--- src/rtl/conv_window_tagger.sv ---
// rtl/conv_window_tagger.sv - 13-slot circular sample buffer emitting tag-indexed window words
module conv_window_tagger #(
    parameter int WIN    = 13,
    parameter int STRIDE = 1
) (
    input  logic        clk,
    input  logic        rst,
    input  logic [15:0] s_data,
    input  logic        s_valid,
    input  logic        s_last,
    output logic        s_ready,
    output logic        m_valid,
    input  logic        m_ready,
    output logic [19:0] data_out0,
    output logic [19:0] data_out1,
    output logic [19:0] data_out2,
    output logic [19:0] data_out3,
    output logic [19:0] data_out4,
    output logic [19:0] data_out5,
    output logic [19:0] data_out6,
    output logic [19:0] data_out7,
    output logic [19:0] data_out8,
    output logic [19:0] data_out9,
    output logic [19:0] data_out10,
    output logic [19:0] data_out11,
    output logic [19:0] data_out12
);
    localparam int         DEPTH    = 13;
    localparam logic [3:0] L_DEPTH  = 4'd13;
    localparam logic [3:0] L_LAST   = 4'd12;
    localparam logic [3:0] L_WIN    = 4'(WIN);
    localparam logic [3:0] L_STRIDE = 4'(STRIDE);

    localparam logic [0:0] S_FILL = 1'b0;
    localparam logic [0:0] S_EMIT = 1'b1;

    logic [0:0]  r_state;
    logic [3:0]  r_wr_ptr;
    logic [3:0]  r_fill;
    logic [3:0]  r_stride_cnt;
    logic        r_line_end;
    logic [15:0] r_slot [DEPTH];
    logic [19:0] r_dout [DEPTH];

    logic        w_accept;
    logic [3:0]  w_ptr_next;
    logic [3:0]  w_fill_next;
    logic [3:0]  w_stride_next;
    logic        w_fire;
    logic [19:0] w_win [DEPTH];
    logic [4:0]  v_age;
    logic [3:0]  v_tag;
    logic [15:0] v_data;

    assign s_ready  = !rst && (r_state == S_FILL);
    assign m_valid  = (r_state == S_EMIT);
    assign w_accept = s_valid && s_ready;

    always_comb begin
        w_ptr_next    = (r_wr_ptr == L_LAST) ? 4'd0 : r_wr_ptr + 4'd1;
        w_fill_next   = (r_fill == L_DEPTH) ? L_DEPTH : r_fill + 4'd1;
        w_stride_next = r_stride_cnt + 4'd1;
        // First window of a line is the accept that brings fill up to WIN; later ones follow the stride.
        w_fire        = (w_fill_next >= L_WIN) && ((r_fill < L_WIN) || (w_stride_next == L_STRIDE));
        v_age  = 5'd0;
        v_tag  = 4'd0;
        v_data = 16'd0;
        for (int s = 0; s < DEPTH; s++) begin
            v_age = {1'b0, w_ptr_next} + 5'd12 - 5'(s);
            if (v_age >= 5'd13) begin
                v_age = v_age - 5'd13;
            end
            v_data = (r_wr_ptr == 4'(s)) ? s_data : r_slot[s];
            v_tag  = ((v_age < {1'b0, L_WIN}) && (v_age < {1'b0, w_fill_next})) ? (L_WIN - v_age[3:0]) : 4'd0;
            w_win[s] = {v_tag, v_data};
        end
    end

    always_ff @(posedge clk) begin
        if (rst) begin
            r_state      <= S_FILL;
            r_wr_ptr     <= 4'd0;
            r_fill       <= 4'd0;
            r_stride_cnt <= 4'd0;
            r_line_end   <= 1'b0;
            for (int i = 0; i < DEPTH; i++) begin
                r_slot[i] <= 16'd0;
                r_dout[i] <= 20'd0;
            end
        end else if (r_state == S_FILL) begin
            if (w_accept) begin
                r_slot[r_wr_ptr] <= s_data;
                if (w_fire) begin
                    r_state      <= S_EMIT;
                    r_wr_ptr     <= w_ptr_next;
                    r_fill       <= w_fill_next;
                    r_stride_cnt <= w_stride_next;
                    r_line_end   <= s_last;
                    for (int i = 0; i < DEPTH; i++) begin
                        r_dout[i] <= w_win[i];
                    end
                end else if (s_last) begin
                    r_wr_ptr     <= 4'd0;
                    r_fill       <= 4'd0;
                    r_stride_cnt <= 4'd0;
                end else begin
                    r_wr_ptr     <= w_ptr_next;
                    r_fill       <= w_fill_next;
                    r_stride_cnt <= w_stride_next;
                end
            end
        end else if (m_ready) begin
            r_state      <= S_FILL;
            r_stride_cnt <= 4'd0;
            // A line that ended inside the window restarts only once the window is taken.
            if (r_line_end) begin
                r_wr_ptr   <= 4'd0;
                r_fill     <= 4'd0;
                r_line_end <= 1'b0;
            end
        end
    end

    assign data_out0  = r_dout[0];
    assign data_out1  = r_dout[1];
    assign data_out2  = r_dout[2];
    assign data_out3  = r_dout[3];
    assign data_out4  = r_dout[4];
    assign data_out5  = r_dout[5];
    assign data_out6  = r_dout[6];
    assign data_out7  = r_dout[7];
    assign data_out8  = r_dout[8];
    assign data_out9  = r_dout[9];
    assign data_out10 = r_dout[10];
    assign data_out11 = r_dout[11];
    assign data_out12 = r_dout[12];
endmodule
--- config.mk ---
export PLATFORM = sky130hd
export DESIGN_NAME = conv_window_tagger
export DESIGN_NICKNAME = d
export VERILOG_FILES = /design/src/rtl/conv_window_tagger.sv
export SDC_FILE = /design/constraint.sdc
export NUM_CORES = 1
export LEC_CHECK = 0
export CORE_MARGIN = 10
export CORE_UTILIZATION = 45
export CTS_BUF_LIST = sky130_fd_sc_hd__clkbuf_16
export DETAILED_ROUTE_END_ITERATION = 6
export GPL_ROUTABILITY_DRIVEN = 0
export PLACE_DENSITY = 0.78
export SKIP_CTS_REPAIR_TIMING = 1
export SLEW_MARGIN = 40
export SYNTH_ARGS = -nofsm -noshare
export SYNTH_HDL_FRONTEND = slang
export SYNTH_SLANG_ARGS = --single-unit
--- constraint.sdc ---
create_clock -name clk -period 8.6 [get_ports clk]
set_input_delay 0.86 -clock clk [delete_from_list [all_inputs] [get_ports clk]]
set_output_delay 0.86 -clock clk [all_outputs]
set_load 0.01 [all_outputs]
**Word level (Yosys, flattened, before mapping)**

Memory sizes are Yosys's and may differ from the RTL's.
Index checks and enable logic that the tools add are counted.

- Muxes and demuxes: 89
- Shifts and indexed selects: 0
- Equal/unequal tests: 16
- Bitwise logic cells: 14
- Add/subtract/negate cells: 42
- Div/mod/pow operators: 0
- Magnitude comparators: 41
- Multiply operators: 0
- Reduce and logical (&&, ||, !) cells: 25

Operators with widths:

| kind | count |
|---|---|
| 2-to-1 mux 20 bit | 13 |
| 2-to-1 mux 16 bit | 14 |
| 2-to-1 mux 4 bit | 31 |
| subtractor 5 x 4 -> 5 bit (second input constant) | 18 |
| >= comparator 5 x 4 -> 1 bit (second input constant) | 13 |
| < comparator 5 x 4 -> 1 bit | 13 |
| < comparator 5 x 4 -> 1 bit (second input constant) | 13 |
| 2-to-1 mux 5 bit | 13 |
| subtractor 4 bit (first input constant) | 13 |
| == test 4 bit (second input constant) | 6 |
| subtractor 5 x 3 -> 5 bit (second input constant) | 4 |
| 2-to-1 mux 1 bit | 18 |
| == test 4 x 3 -> 1 bit (second input constant) | 4 |
| logical AND 1 bit | 16 |
| OR reduction 16 bit | 1 |
| OR 1 bit | 13 |
| adder 4 x 1 -> 4 bit (second input constant) | 3 |
| subtractor 5 x 2 -> 5 bit (second input constant) | 2 |
| == test 4 x 1 -> 1 bit (second input constant) | 2 |
| == test 4 x 2 -> 1 bit (second input constant) | 2 |
| AND reduction 3 bit | 2 |
| adder 4 x 4 -> 5 bit (second input constant) | 1 |
| subtractor 5 x 1 -> 5 bit (second input constant) | 1 |
| >= comparator 4 bit (second input constant) | 1 |
| other kinds (9) | 10 |

- Latch bits: 0
- Input port bits: 21
- Memory bits (read-only): 0
- Bits in registers: 14
- RAM bits: 468
- Word-level logic and storage cells: 234
- Memories: 2

Memories:

| name | depth | width | read ports | clocked after Yosys merged registers in | write ports | RTL line | source |
|---|---|---|---|---|---|---|---|
| r_dout | 13 | 20 | 13 | 0 | 13 | 43 | `logic [19:0] r_dout [DEPTH];` |
| r_slot | 13 | 16 | 13 | 0 | 13 | 42 | `logic [15:0] r_slot [DEPTH];` |

**Longest topological paths before layout**

Gate-level depths: netlist of run 1.

- Word-level depth: 10
- Mapped depth: 25

**Least setup slack after synthesis of run 1**

No wires, ideal clock.

- Path kind: input to register
- From: in rst
- To: mem r_dout[0][0] (enable)
- Setup time: 0.668 ns
- Buffers on the path: 3
- Data arrival time: 8.132 ns
- Setup slack: -0.199 ns
- Stages: 7
- Cells stage by stage: clkbuf_1 nor3b_2 nand3_1 or2_1 clkbuf_1 buf_2 nand2b_1

RTL lines:

| what | RTL line | source |
|---|---|---|
| start, declared | 7 | `input logic rst,` |
| end, declared | 43 |  |

==> qor.yml, run 1 <==
register_area_sq_um: 14300
worst_ep_arrival_time_ps: 6510
drt_wl_total_um: 67200
grt_start_max_net_pins: 226
run_status: "finished with violations"
clock-skew-final_ps: 20.7
finalNetCount: 2495
synth_register_bits: 482
mapped_nets: 2305
clock-root-buffer: "sky130_fd_sc_hd__clkbuf_16"
synthFlopType: "sky130_fd_sc_hd__edfxtp_1"
max-cap-violations: 0
leakage_nw: 11.3
fillerInstances: 4277
die_h_um: 250
number_of_global_route_vias_before_repair: 17400
clkSinkCount: 482
crit_path_top_delay_cell: "sky130_fd_sc_hd__ha_1"
synth_largest_type_area_fraction: 0.592
synth_common_cells: "sky130_fd_sc_hd__nand2_1 (471), sky130_fd_sc_hd__edfxtp_1 (468), sky130_fd_sc_hd__a21oi_1 (264), sky130_fd_sc_hd__and3_1 (211), sky130_fd_sc_hd__clkbuf_1 (144)"
synthesis.area_per_instance_sq_um: 10.8
floorplan.die_area_sq_um: 62400
clock_tree.buffer_depth: 3
final_cells: 3114
drt_pre_antenna_iters: 7
detail_route.vias_per_cell: 5.82
yosys.cell_count.top_type: "sky130_fd_sc_hd__nand2_1"
regToRegSetupSlack_ps: 2480
max_freq_mhz: 163
synth.area.top_cells: "sky130_fd_sc_hd__edfxtp_1 (59%), sky130_fd_sc_hd__nand2_1 (7.4%), sky130_fd_sc_hd__a21oi_1 (5.6%)"
placeableCoreArea_sq_um: 52400
layout_worst_path_cycle_share: 0.711
cts_htree_levels: 2
grt_use_total: 0.206
worstSkewPairLatency_ps: 600
final-hold-violation-count: 0
netlist_area_before_placement_sq_um: 23800
multi_input_area_sq_um: 8560
p_per_area_nw_per_um2: 185
finished_core_util: 0.549
synthesized_netlist_cell_count: 2196
setup_repair_after_global_routing_missed_its_margin: "false"
crit_path_largest_cell_delay_ps: 790
place.port_buffers: 282
tritoncts.num_buffers: 49
synth.largest_area_cell: "sky130_fd_sc_hd__edfxtp_1"
number_of_placement_rows: 84
element_type_at_the_critical_path_start: "register"
detail_placement_hpwl_um: 42300
timing.final.crit_period_ps: 6120
ys.warnings.count: 0
io_pins: 283
synth.distinct_cells: 80
final_layout_size_suffix_gt1_frac: 0.0648
relSlewSlack: 0.411
grt_pass1_wl_um: 103000
path_max_fanout: 15
critical_path_class: "register to register"
hold_path_class: "register to register"
setup.worst_path.end_class: "register"
ant_nets: 0
slew_viol_final: 0
tritoncts_clock_tree: "done"
setup_tns_ps: 0
post_drt_wl_per_cell_um: 21.6
tightest_slew_ps: 884
clk_pin_slew_worst_paths_ps: 60
synth_sequential_area_ratio: 0.603
initial_core_util: 0.453
worst_path_cell_chain: "inv_1 -> ha_1 -> clkinv_1 -> ha_1 -> nand2b_1 -> nor2_1 -> nor4_1 -> or2_1 -> a21oi_1 -> inv_1 -> ha_1 -> o21a_1 -> o21ai_0 -> a31oi_1 -> o21ai_0 -> o21ai_0 -> a211o_1 -> a311oi_1"
vdd_ir_drop_max_mv: 0.160
ys_async_sr_fraction: 0
route.vias.total: 18100
dp.cells: 3023
drc: 1
violated_checks: "DRC"
synth_edf_count: 468
die_width_um: 250
grt_antenna_before_repair: 3
worst-endpoint-required_ps: 9000
final-setup-viol-count: 0
syn2layout_area_growth_pct: 21.1
drt_first_iter_violations: 2433
grt_overflow: 0
metrics by stage:
step           setup slack, ps  area [sq um]  power (W)  hold slack, ps
2_1_floorplan             2750         23800    0.00298             461
3_3_place_gp              2920         27000    0.00318             471
3_5_place_dp              2660         27100    0.00320             479
4_1_cts                   2610         28800    0.00535             492
5_1_grt                   2090         28800    0.00548             526
6_report                  2480         28800    0.00532             504
power breakdown:
group	internal, W	switching, W
combinational	0.000172	0.000288
sequential	0.00266	0.0000333
clock	0.00125	0.000913
total	0.00408	0.00123
sequential cells by signal, indices dropped and copies added, names as in the netlist:
signal	count
r_fill	4
m_valid	1
r_line_end	1
r_stride_cnt	4
r_dout	260
r_slot	208
r_wr_ptr	4
cells in the final DEF (no fill, tap or decap), types with 22 or more instances in the layout:
| cell | n |
|---|---|
| sky130_fd_sc_hd__nand2_1 | 471 |
| sky130_fd_sc_hd__edfxtp_1 | 468 |
| sky130_fd_sc_hd__clkdlybuf4s50_1 | 281 |
| sky130_fd_sc_hd__a21oi_1 | 264 |
| sky130_fd_sc_hd__and3_1 | 211 |
| sky130_fd_sc_hd__ha_1 | 87 |
| sky130_fd_sc_hd__nor2_1 | 79 |
| sky130_fd_sc_hd__inv_1 | 49 |
| sky130_fd_sc_hd__clkbuf_16 | 49 |
| sky130_fd_sc_hd__o21ai_0 | 35 |
| sky130_fd_sc_hd__buf_4 | 32 |
| sky130_fd_sc_hd__xnor2_1 | 26 |
| sky130_fd_sc_hd__nor3_1 | 24 |
| sky130_fd_sc_hd__a21o_1 | 22 |
per-layer routing:
layer | vias to the layer above | GRT usage | part of all wire
met5 | - | 0 | 0
met4 | 0 | 0.0741 | 0.035
met3 | 156 | 0.0469 | 0.097
met2 | 964 | 0.335 | 0.48
met1 | 8706 | 0.264 | 0.39
li1 | 8285 | - | -
worst paths after layout:
check / start / end / depth (start not counted)
worst min-delay path: r_line_end$_SDFFE_PP0P_ / r_line_end$_SDFFE_PP0P_ / 2
worst max-delay path: r_wr_ptr[0]$_SDFFE_PP0P_ / r_dout[0][198]$_SDFFCE_PN0P_ / 18
worst max register to register: r_wr_ptr[0]$_SDFFE_PP0P_ / r_dout[0][198]$_SDFFCE_PN0P_ / 18
worst min register to register: r_line_end$_SDFFE_PP0P_ / r_line_end$_SDFFE_PP0P_ / 2
cells by family after synthesis:
family          count (synthesis)  share of synthesized area
simple gates                  900                      0.178
flops                         482                      0.603
compound gates                447                      0.114
buf+inv                       231                     0.0384
fa+ha+maj                      89                     0.0471
xor+xnor                       38                     0.0150
mux                             9                    0.00395
worst max-delay path: cells and delay by family, from the launching register on:
kind	cells	cell delay, ps
compound gates	8	1610
fa+ha+maj	3	1780
buf+inv	3	870
flops	1	570
simple gates	4	1100
cell type report:
class	instances	area share
multi-input combinational	1483	0.297
inverter	49	0.00639
sequential	482	0.498
clock inverter	40	0.0143
clock buffer	49	0.0426
antenna	2	0.000174
tap	688	0.0299
timing repair buffer	321	0.111
Power figures use the tool's default switching activity.
==> inputs of run 2 (changes only) <==
==> constraint.sdc (replaced) <==
create_clock -name clk -period 5.3 [get_ports clk]
set_input_delay 0.53 -clock clk [delete_from_list [all_inputs] [get_ports clk]]
set_output_delay 0.53 -clock clk [all_outputs]
set_load 0.01 [all_outputs]
==> qor.yml, run 2 (synthesized netlist as in run 1, its figures left out) <==
leakage_nw: 11.4
crit_path_top_delay_cell: "sky130_fd_sc_hd__dfxtp_1"
die_width_um: 250
number_of_global_route_vias_before_repair: 17300
rr_worst_depth: 18
placeableCoreArea_sq_um: 52400
grt_use_total: 0.209
p_per_area_nw_per_um2: 296
element_type_at_the_critical_path_start: "register"
vdd_ir_drop_max_mv: 0.232
worst_path_cell_chain: "inv_1 -> ha_2 -> and2_1 -> o21a_1 -> buf_4 -> ha_2 -> nand2_1 -> xnor2_1 -> o31ai_1 -> mux2i_1 -> inv_1 -> ha_1 -> o21a_1 -> o21ai_0 -> o21bai_1 -> nor4_2 -> o221ai_1 -> nor2_1"
detail_route.vias_per_cell: 5.79
clock_tree.buffer_depth: 3
drt_wl_total_um: 68000
max-cap-violations: 0
holdCritStartpoint: "r_line_end$_SDFFE_PP0P_"
clock-skew-final_ps: 20.8
largest_reg_flops: 260
number_of_placement_rows: 84
ant_nets: 0
final-hold-violation-count: 0
detail_placement_hpwl_um: 42900
timing.final.crit_period_ps: 4980
worst_ep_arrival_time_ps: 5420
post_dp_cell_area_sq_um: 27200
finalNetCount: 2510
total_power_w: 0.00855
worstSkewPairLatency_ps: 590
die_h_um: 250
regToRegStartpoint: "r_wr_ptr[1]$_SDFFE_PP0P_"
setup_repair_after_global_routing_missed_its_margin: "true"
hold-worst-slack_ps: 516
cts_htree_levels: 2
hold_depth: 2
most_common_cell_after_layout_fill_and_taps_aside: "sky130_fd_sc_hd__nand2_1"
final_layout_size_suffix_gt1_frac: 0.0758
route.vias.total: 18100
tritoncts_clock_tree: "done"
crit_path_largest_cell_delay_ps: 380
regToRegSetupSlack_ps: 320
grt_start_max_net_pins: 226
max_freq_mhz: 201
hold_path_class: "register to register"
clk_pin_slew_worst_paths_ps: 60
grt_overflow: 0
crit-reg2reg-capture: "r_dout[0][156]$_SDFFCE_PN0P_"
clkSinkCount: 482
critical_path_class: "register to register"
finished_core_util: 0.551
slew_viol_final: 0
fin_area_sq_um: 28900
relSlewSlack: 0.386
place.port_buffers: 282
layout_common_cells: "sky130_fd_sc_hd__nand2_1 (471), sky130_fd_sc_hd__edfxtp_1 (468), sky130_fd_sc_hd__clkdlybuf4s50_1 (280), sky130_fd_sc_hd__a21oi_1 (264), sky130_fd_sc_hd__and3_1 (211)"
regMostFlops: "r_dout"
tightest_slew_ps: 920
clock-root-buffer: "sky130_fd_sc_hd__clkbuf_16"
grt_pass1_wl_um: 104000
drt_first_iter_violations: 2252
setup_tns_ps: 0
floorplan.die_area_sq_um: 62400
initial_core_util: 0.453
worst-endpoint-required_ps: 5740
path_max_fanout: 15
grt_antenna_before_repair: 0
setup.worst_path.end_class: "register"
drt_pre_antenna_iters: 6
run_status: "completed"
largest_registers: "r_dout x260, r_slot x208"
syn2layout_area_growth_pct: 21.7
final-setup-viol-count: 0
worstHoldEndpoint: "r_line_end$_SDFFE_PP0P_"
tritoncts.num_buffers: 50
io_pins: 283
layout_worst_path_cycle_share: 0.940
fillerInstances: 4211
drc: 0
post_drt_wl_per_cell_um: 21.7
antenna_cells_inserted: 0
-- run 2: cell count changes in the layout (fill, tap and decap cells not counted), moves of 3 or more --
| cell | change |
|---|---|
| sky130_fd_sc_hd__buf_12 | +3 |
| sky130_fd_sc_hd__ha_2 | +6 |
| sky130_fd_sc_hd__inv_1 | +3 |
| sky130_fd_sc_hd__ha_1 | -7 |
| sky130_fd_sc_hd__buf_4 | +15 |
| sky130_fd_sc_hd__clkinvlp_4 | +3 |
-- run 2: per-layer routing --
metal  part of all wire  global-route usage  vias up
met5                  0                   0        -
met4              0.036              0.0790        0
met3              0.094              0.0490      163
met2               0.47               0.336      969
met1               0.40               0.270     8678
li1                   -                   -     8295
-- run 2: worst max-delay path: cells and delay by family (launching register included) --
family | cells | cell delay, ps
mux | 1 | 380
fa+ha+maj | 3 | 1000
simple gates | 4 | 810
xor+xnor | 1 | 240
buf+inv | 3 | 560
compound gates | 6 | 1430
flops | 1 | 380
-- run 2: report_power, final --
part	leakage [nW]	internal [W]	switching, W	total (W)
combinational	5.62	0.000285	0.000477	0.000763
sequential	4.94	0.00431	0.0000508	0.00436
clock	0.801	0.00196	0.00147	0.00342
total	11.4	0.00656	0.00200	0.00855
-- run 2: how the worst max path moves through the flow --
stage,to,cells past startpoint,startpoint,slack [ps]
finish,r_dout[0][156]$_SDFFCE_PN0P_,18,r_wr_ptr[1]$_SDFFE_PP0P_,320
global route,r_dout[0][197]$_SDFFCE_PN0P_,21,r_wr_ptr[1]$_SDFFE_PP0P_,-5
CTS,r_dout[0][139]$_SDFFCE_PN0P_,19,r_wr_ptr[1]$_SDFFE_PP0P_,0.3
detailed placement,r_dout[0][157]$_SDFFCE_PN0P_,19,r_wr_ptr[1]$_SDFFE_PP0P_,40
global placement,r_dout[0][198]$_SDFFCE_PN0P_,21,r_wr_ptr[1]$_SDFFE_PP0P_,460
floorplan,r_dout[0][156]$_SDFFCE_PN0P_,24,r_wr_ptr[0]$_SDFFE_PP0P_,140
-- run 2: cell type report --
type                       count  area [sq um]  area share
multi-input combinational   1483          8650       0.299
tap                          688           861      0.0298
timing repair buffer         335          3280       0.114
inverter                      49           188     0.00649
sequential                   482         14300       0.496
clock inverter                41           334      0.0116
clock buffer                  50          1250      0.0433
-- run 2: per-stage QoR --
step / setup WS, ps / cells
after floorplan: 139 / 2196
after global placement: 460 / 3035
after detailed placement: 41.2 / 3036
after CTS: 0.322 / 3127
after global routing: -4.56 / 3128
final: 319 / 3128
==> inputs of run 3 (changes only) <==
--- a/config.mk
+++ b/config.mk
@@ -5,6 +5,7 @@
 export SDC_FILE = /design/constraint.sdc
 export NUM_CORES = 1
 export LEC_CHECK = 0
+export CAP_MARGIN = 40
 export CORE_MARGIN = 10
 export CORE_UTILIZATION = 45
 export CTS_BUF_LIST = sky130_fd_sc_hd__clkbuf_16
==> results of run 3 <==
The final DEF is identical to that of run 2; final timing and power are the same.
